===== config.mk =====
export PLATFORM = sky130hd
export DESIGN_NAME = uram_stream_reader_flat
export DESIGN_NICKNAME = d
export VERILOG_FILES = /design/src/rtl/uram_stream_reader_if.sv /design/src/rtl/uram_stream_reader.sv /design/src/flat_wrapper.sv
export SDC_FILE = /design/constraint.sdc
export NUM_CORES = 1
export LEC_CHECK = 0
export BUFFER_PORTS_ARGS = -buffer_cell sky130_fd_sc_hd__buf_4
export CAP_MARGIN = 10
export CORE_UTILIZATION = 25
export DETAILED_ROUTE_END_ITERATION = 7
export GPL_TIMING_DRIVEN = 0
export PLACE_DENSITY_LB_ADDON = 0.3
export SKIP_LAST_GASP = 1
export SYNTH_ARGS = -nofsm -noshare
export SYNTH_HDL_FRONTEND = slang
export SYNTH_SLANG_ARGS = --single-unit

===== constraint.sdc =====
create_clock -name clk -period 3.05 [get_ports clk]
set_input_delay 0.1525 -clock clk [delete_from_list [all_inputs] [get_ports clk]]
set_output_delay 0.1525 -clock clk [all_outputs]
set_load 0.03 [all_outputs]

===== src/rtl/uram_stream_reader_if.sv =====
// uram_stream_reader_if: burst control, URAM read port and output stream bundle
interface uram_stream_reader_if #(
  parameter int WIDTH = 32,
  parameter int DEPTH = 512
);
  localparam int AW = $clog2(DEPTH);
  logic start;
  logic [AW-1:0] base_addr;
  logic [AW:0] length;
  logic uram_enB;
  logic [AW-1:0] uram_addrB;
  logic [WIDTH-1:0] uram_doutB;
  logic m_valid;
  logic m_ready;
  logic [WIDTH-1:0] m_data;
  logic m_last;
  logic busy;
  logic done;
  modport master (
    input  start, base_addr, length, uram_doutB, m_ready,
    output uram_enB, uram_addrB, m_valid, m_data, m_last, busy, done
  );
  modport slave (
    output start, base_addr, length, uram_doutB, m_ready,
    input  uram_enB, uram_addrB, m_valid, m_data, m_last, busy, done
  );
endinterface


===== src/rtl/uram_stream_reader.sv =====
// uram_stream_reader: reads a burst of URAM words and streams them out through a 2-entry FIFO
module uram_stream_reader #(
  parameter int WIDTH = 32,
  parameter int DEPTH = 512
) (
  input logic clk,
  input logic rst,
  uram_stream_reader_if.master io
);
  localparam int AW = $clog2(DEPTH);
  localparam logic [AW:0] L1 = (AW+1)'(1);
  localparam logic [AW-1:0] A1 = AW'(1);
  localparam logic [AW-1:0] AMAX = AW'(DEPTH-1);
  typedef enum logic [1:0] {IDLE, READ, DRAIN} state_t;
  state_t state_q, state_d;
  logic [AW-1:0] addr_q, addr_d;
  logic [AW:0] rem_q, rem_d, len_q, len_d, beat_q, beat_d;
  logic inflight_q;
  logic [WIDTH-1:0] mem_q [2];
  logic wr_q, rd_q;
  logic [1:0] cnt_q, occ;
  logic done_q, done_d;
  logic pop, issue;
  // occupancy counts the in-flight read so the FIFO can never overflow
  assign occ = cnt_q + {1'b0, inflight_q};
  assign pop = io.m_valid & io.m_ready;
  assign issue = (state_q == READ) && ((occ - {1'b0, pop}) < 2'd2);
  assign io.m_valid = cnt_q != 2'd0;
  assign io.m_data = mem_q[rd_q];
  assign io.m_last = io.m_valid && (beat_q == len_q - L1);
  assign io.uram_enB = issue;
  assign io.uram_addrB = addr_q;
  assign io.busy = state_q != IDLE;
  assign io.done = done_q;
  always_comb begin
    state_d = state_q;
    addr_d = addr_q;
    rem_d = rem_q;
    len_d = len_q;
    beat_d = pop ? beat_q + L1 : beat_q;
    done_d = pop & io.m_last;
    case (state_q)
      IDLE: if (io.start) begin
        if (io.length != '0) begin
          state_d = READ;
          addr_d = io.base_addr;
          rem_d = io.length;
          len_d = io.length;
          beat_d = '0;
        end else done_d = 1'b1;
      end
      READ: if (issue) begin
        addr_d = (addr_q == AMAX) ? '0 : addr_q + A1;
        rem_d = rem_q - L1;
        state_d = (rem_q == L1) ? DRAIN : READ;
      end
      DRAIN: state_d = (pop & io.m_last) ? IDLE : DRAIN;
      default: state_d = IDLE;
    endcase
  end
  always_ff @(posedge clk or posedge rst) begin
    if (rst) begin
      state_q <= IDLE;
      addr_q <= '0;
      rem_q <= '0;
      len_q <= '0;
      beat_q <= '0;
      inflight_q <= 1'b0;
      mem_q[0] <= '0;
      mem_q[1] <= '0;
      wr_q <= 1'b0;
      rd_q <= 1'b0;
      cnt_q <= 2'd0;
      done_q <= 1'b0;
    end else begin
      state_q <= state_d;
      addr_q <= addr_d;
      rem_q <= rem_d;
      len_q <= len_d;
      beat_q <= beat_d;
      done_q <= done_d;
      inflight_q <= issue;
      if (inflight_q) begin
        mem_q[wr_q] <= io.uram_doutB;
        wr_q <= ~wr_q;
      end
      if (pop) rd_q <= ~rd_q;
      cnt_q <= occ - {1'b0, pop};
    end
  end
endmodule


===== src/flat_wrapper.sv =====
// flat-port wrapper written by rule: the top's interface ports become plain ports
module uram_stream_reader_flat 
#(
  parameter int WIDTH = 32,
  parameter int DEPTH = 512
)
  (clk, rst, io_start, io_base_addr, io_length, io_uram_doutB, io_m_ready, io_uram_enB, io_uram_addrB, io_m_valid, io_m_data, io_m_last, io_busy, io_done);
  uram_stream_reader_if #(.WIDTH(WIDTH), .DEPTH(DEPTH)) io_i ();
  input logic clk;
  input logic rst;
  input wire logic [$bits(io_i.start)-1:0] io_start;
  input wire logic [$bits(io_i.base_addr)-1:0] io_base_addr;
  input wire logic [$bits(io_i.length)-1:0] io_length;
  input wire logic [$bits(io_i.uram_doutB)-1:0] io_uram_doutB;
  input wire logic [$bits(io_i.m_ready)-1:0] io_m_ready;
  output wire logic [$bits(io_i.uram_enB)-1:0] io_uram_enB;
  output wire logic [$bits(io_i.uram_addrB)-1:0] io_uram_addrB;
  output wire logic [$bits(io_i.m_valid)-1:0] io_m_valid;
  output wire logic [$bits(io_i.m_data)-1:0] io_m_data;
  output wire logic [$bits(io_i.m_last)-1:0] io_m_last;
  output wire logic [$bits(io_i.busy)-1:0] io_busy;
  output wire logic [$bits(io_i.done)-1:0] io_done;
  assign io_i.start = io_start;
  assign io_i.base_addr = io_base_addr;
  assign io_i.length = io_length;
  assign io_i.uram_doutB = io_uram_doutB;
  assign io_i.m_ready = io_m_ready;
  assign io_uram_enB = io_i.uram_enB;
  assign io_uram_addrB = io_i.uram_addrB;
  assign io_m_valid = io_i.m_valid;
  assign io_m_data = io_i.m_data;
  assign io_m_last = io_i.m_last;
  assign io_busy = io_i.busy;
  assign io_done = io_i.done;
  uram_stream_reader #(.WIDTH(WIDTH), .DEPTH(DEPTH)) u_core (.clk(clk), .rst(rst), .io(io_i));
endmodule

==> results.toml <==
[worst_setup_path]
worstPathMaxFanout = 10
critPathRequiredTime_ps = 3280
crit_arrival_ps = 3060
r2r_end = "u_core.rem_q[3]"
cp_top_family = "simple AND/OR/NAND/NOR gates"
path_class = "flip-flop to flip-flop"
cpPeakStageDelay_ps = 380
worstPathCellList = "or2_2, nand2_2, inv_4, ha_1, inv_1, ha_1, xor3_1, nand2b_1, inv_2, nor2_1, buf_2, o21ai_0, o21ai_0"
r2r_slack_ps = 220
endpoint_kind = "flip-flop"
r2r_start = "u_core.cnt_q[1]"
start_kind = "flip-flop"
reg2reg_depth = 13
cp_slowest_cell = "dfrtp_1"
critPathBufInv = 4

[sta]
setup_tns_ps = 0
worst_hold_slack_ps = -12.6
min_period_over_period_pct = 92.7
tightest_slew_ps = 918
rsz0062_at_grt = "false"
hold_viol_final = 37
slew_headroom_pct = 38.6
skew_ps = 9.04
maxSlewViolCount = 0
setup_viol = 0
period_needed_ps = 2830
max_freq_ghz = 0.354

[yosys]
ys_seq_area_share_pct = 51.2
synth.cell_area_sq_um = 5430
synth_compound_area_share_pct = 8.07
synthAdderAreaFrac_pct = 1.84
synth_async_sr_flop_share_pct = 100
synth_top_family_by_area = "multiplexers"
ys_types = 46
synth-xor-area-share_pct = 4.56
syn_inst = 469
synth-edff-count = 0
synthMuxAreaShare_pct = 21.5
syn-num-nets = 532
ys.flop_type = "dfrtp_1"
yosysWarnings = 0
synth_seq_cells = 111
yosys.area_share.simple_pct = 10.3
avgSynthCellArea_sq_um = 11.6

[power]
irDropWorstVdd_mv = 0.687
p_int_mw = 4.85
p_seq_share_pct = 31.2
leakage_nw = 2.98
clkPwrFrac_pct = 13.3
powerDensity_nw_per_um2 = 1240
combPwrFrac_pct = 55.5
power_mw = 8.52
power_switching_mw = 3.68
p_sw_share_pct = 43.2

[drt]
ant_nets = 0
drc = 0
dr.pass1.iters = 4
vias = 3994
wirelength_um = 13000
wl_per_cell_um = 15.1
via_per_inst = 4.64
drt_iter0_markers = 163

[global_route]
grt_pass1_wl_um = 21700
grt_max_degree = 42
grt_pass1_vias = 4203
grt_antenna_before_repair = 0
grt_overflow = 0
grtUsageTotal_pct = 12.5

[clock_tree]
worstSkewPairLatency_ps = 360
cts_tree = "yes"
cts_sinks = 111
root_buffer = "clkbuf_16"
htreeDepth = 3
holdBufCountCts = 0
clockBufferDepth = 2
clk_pin_slew_ps = 70
cts_buffers = 9

[floorplanning]
fp.coreArea_sq_um = 21200
pin_count = 101
dieArea_sq_um = 22300
dieWidth_um = 149
fp.dieH_um = 149
initial_core_util_pct = 25.7
rows = 53

[placed_design]
dpl.hpwl_um = 9720
place.gp.congestion = 0.824
portBuffers = 100

[finish]
most-common-layout-cells = "dfrtp_1, mux2_2, buf_4, nor2_1, o21ai_0"
post-route-util_pct = 32.4
mostFrequentLayoutCell = "dfrtp_1"
drive_above_1_share_pct = 40.3
syn2layout_area_growth_pct = 26.3
antenna_cells = 0
nets = 645

[status]
violations = "hold timing"
status = "complete, but fails checks"

[run]
cap_viol_max_count = 0

[worst_hold_path]
hp-class = "input pin to async pin"
## per-stage QoR
stage / std cells / setup WS (ps) / instance area [sq um]
detailed placement: 846 / -259 / 6570
global route: 861 / 17.2 / 6860
finish: 861 / 224 / 6860
CTS: 861 / 58.9 / 6860
floorplan: 469 / 164 / 5430
global placement: 844 / -142 / 6530
## worst reg2reg max path: stages, from the launching register on
cell,delay (ps)
dfrtp_1,380
or2_2,340
nand2_2,160
inv_4,80
ha_1,290
inv_1,50
ha_1,140
xor3_1,280
nand2b_1,230
inv_2,150
nor2_1,80
buf_2,210
o21ai_0,180
o21ai_0,120
## layer usage
metal | up-vias | GRT usage (%) | wire length, um
met2 | 118 | 20.8 | 6280
met5 | - | 0 | 0
li1 | 1887 | - | -
met3 | 18 | 2.75 | 668
met1 | 1971 | 15.9 | 5850
met4 | 0 | 4.44 | 222
## synth_stat cells (2+ instances only)
library cell / n / area [sq um]
inv_1: 11 / 41.3
buf_2: 4 / 20.0
nor3b_1: 2 / 15.0
o31a_1: 2 / 17.5
clkbuf_1: 14 / 52.6
mux2_2: 103 / 1160
or3_1: 2 / 12.5
nand2_1: 18 / 67.6
nor3_1: 7 / 35.0
nor2b_1: 3 / 18.8
nand3_1: 5 / 25.0
nor2_1: 44 / 165
ha_1: 8 / 100
a31oi_1: 5 / 31.3
nand4_1: 4 / 25.0
or2_2: 2 / 12.5
xnor2_1: 6 / 52.6
a22oi_1: 7 / 52.6
dfrtp_1: 111 / 2780
clkbuf_2: 2 / 10.0
o41ai_1: 2 / 17.5
nor4_1: 6 / 37.5
o21ai_0: 32 / 160
and2_1: 2 / 12.5
and3_1: 7 / 43.8
and4_1: 3 / 26.3
xor2_1: 17 / 149
buf_1: 3 / 11.3
a21oi_1: 14 / 70.1
nand2b_1: 7 / 43.8
## how the worst max path moves through the flow
stage | startpoint | to | cells after the start
after detailed placement | u_core.cnt_q[1] | u_core.io.uram_addrB[4] | 12
final | u_core.cnt_q[1] | u_core.rem_q[3] | 13
after global routing | u_core.cnt_q[1] | u_core.rem_q[3] | 13
after CTS | u_core.cnt_q[1] | io_uram_enB | 10
after floorplan | u_core.cnt_q[1] | u_core.rem_q[1] | 13
after global placement | u_core.cnt_q[1] | u_core.io.uram_addrB[5] | 12
## kinds of logic after synthesis
group / count (synthesis)
flip-flops: 111
AND/OR/NAND/NOR: 114
AO/OA/AOI/OAI: 72
XOR/XNOR: 25
multiplexers: 104
buffers and inverters: 35
adder cells (fa/ha/maj): 8
## repair_timing
item                                    4_1_cts  5_1_grt
setup buffers                                 0        0
gates cloned                                  0        0
resized for setup                             4        2
endpoints found under the setup margin       16       15
## power groups by stage
stage | registers, mW | clock network (mW) | logic, mW
floorplan | 2.66 | 0 | 3.30
global placement | 2.64 | 0 | 4.66
detailed placement | 2.69 | 0 | 4.75
CTS | 2.67 | 1.19 | 4.79
global route | 2.78 | 1.25 | 5.16
finish | 2.66 | 1.13 | 4.73
## final cells by class
type	count	area, sq um
Fill cell	2153	14300
Sequential cell	111	2780
Multi-Input combinational cell	323	2510
Timing Repair Buffer	102	791
Tap cell	275	344
Clock buffer	9	225
Buffer	23	96.3
Clock inverter	6	57.6
Inverter	12	51.3
## registers in the layout, indices dropped and copies added, names as in the netlist
name,cells
u_core.cnt_q,2
u_core.len_q,10
u_core.state_q,2
u_core.io.done,1
u_core.inflight_q,1
u_core.io.uram_addrB,9
u_core.rem_q,10
u_core.mem_q,64
u_core.rd_q,1
u_core.beat_q,10
u_core.wr_q,1
No activity file was read; power rests on OpenSTA's default activity.
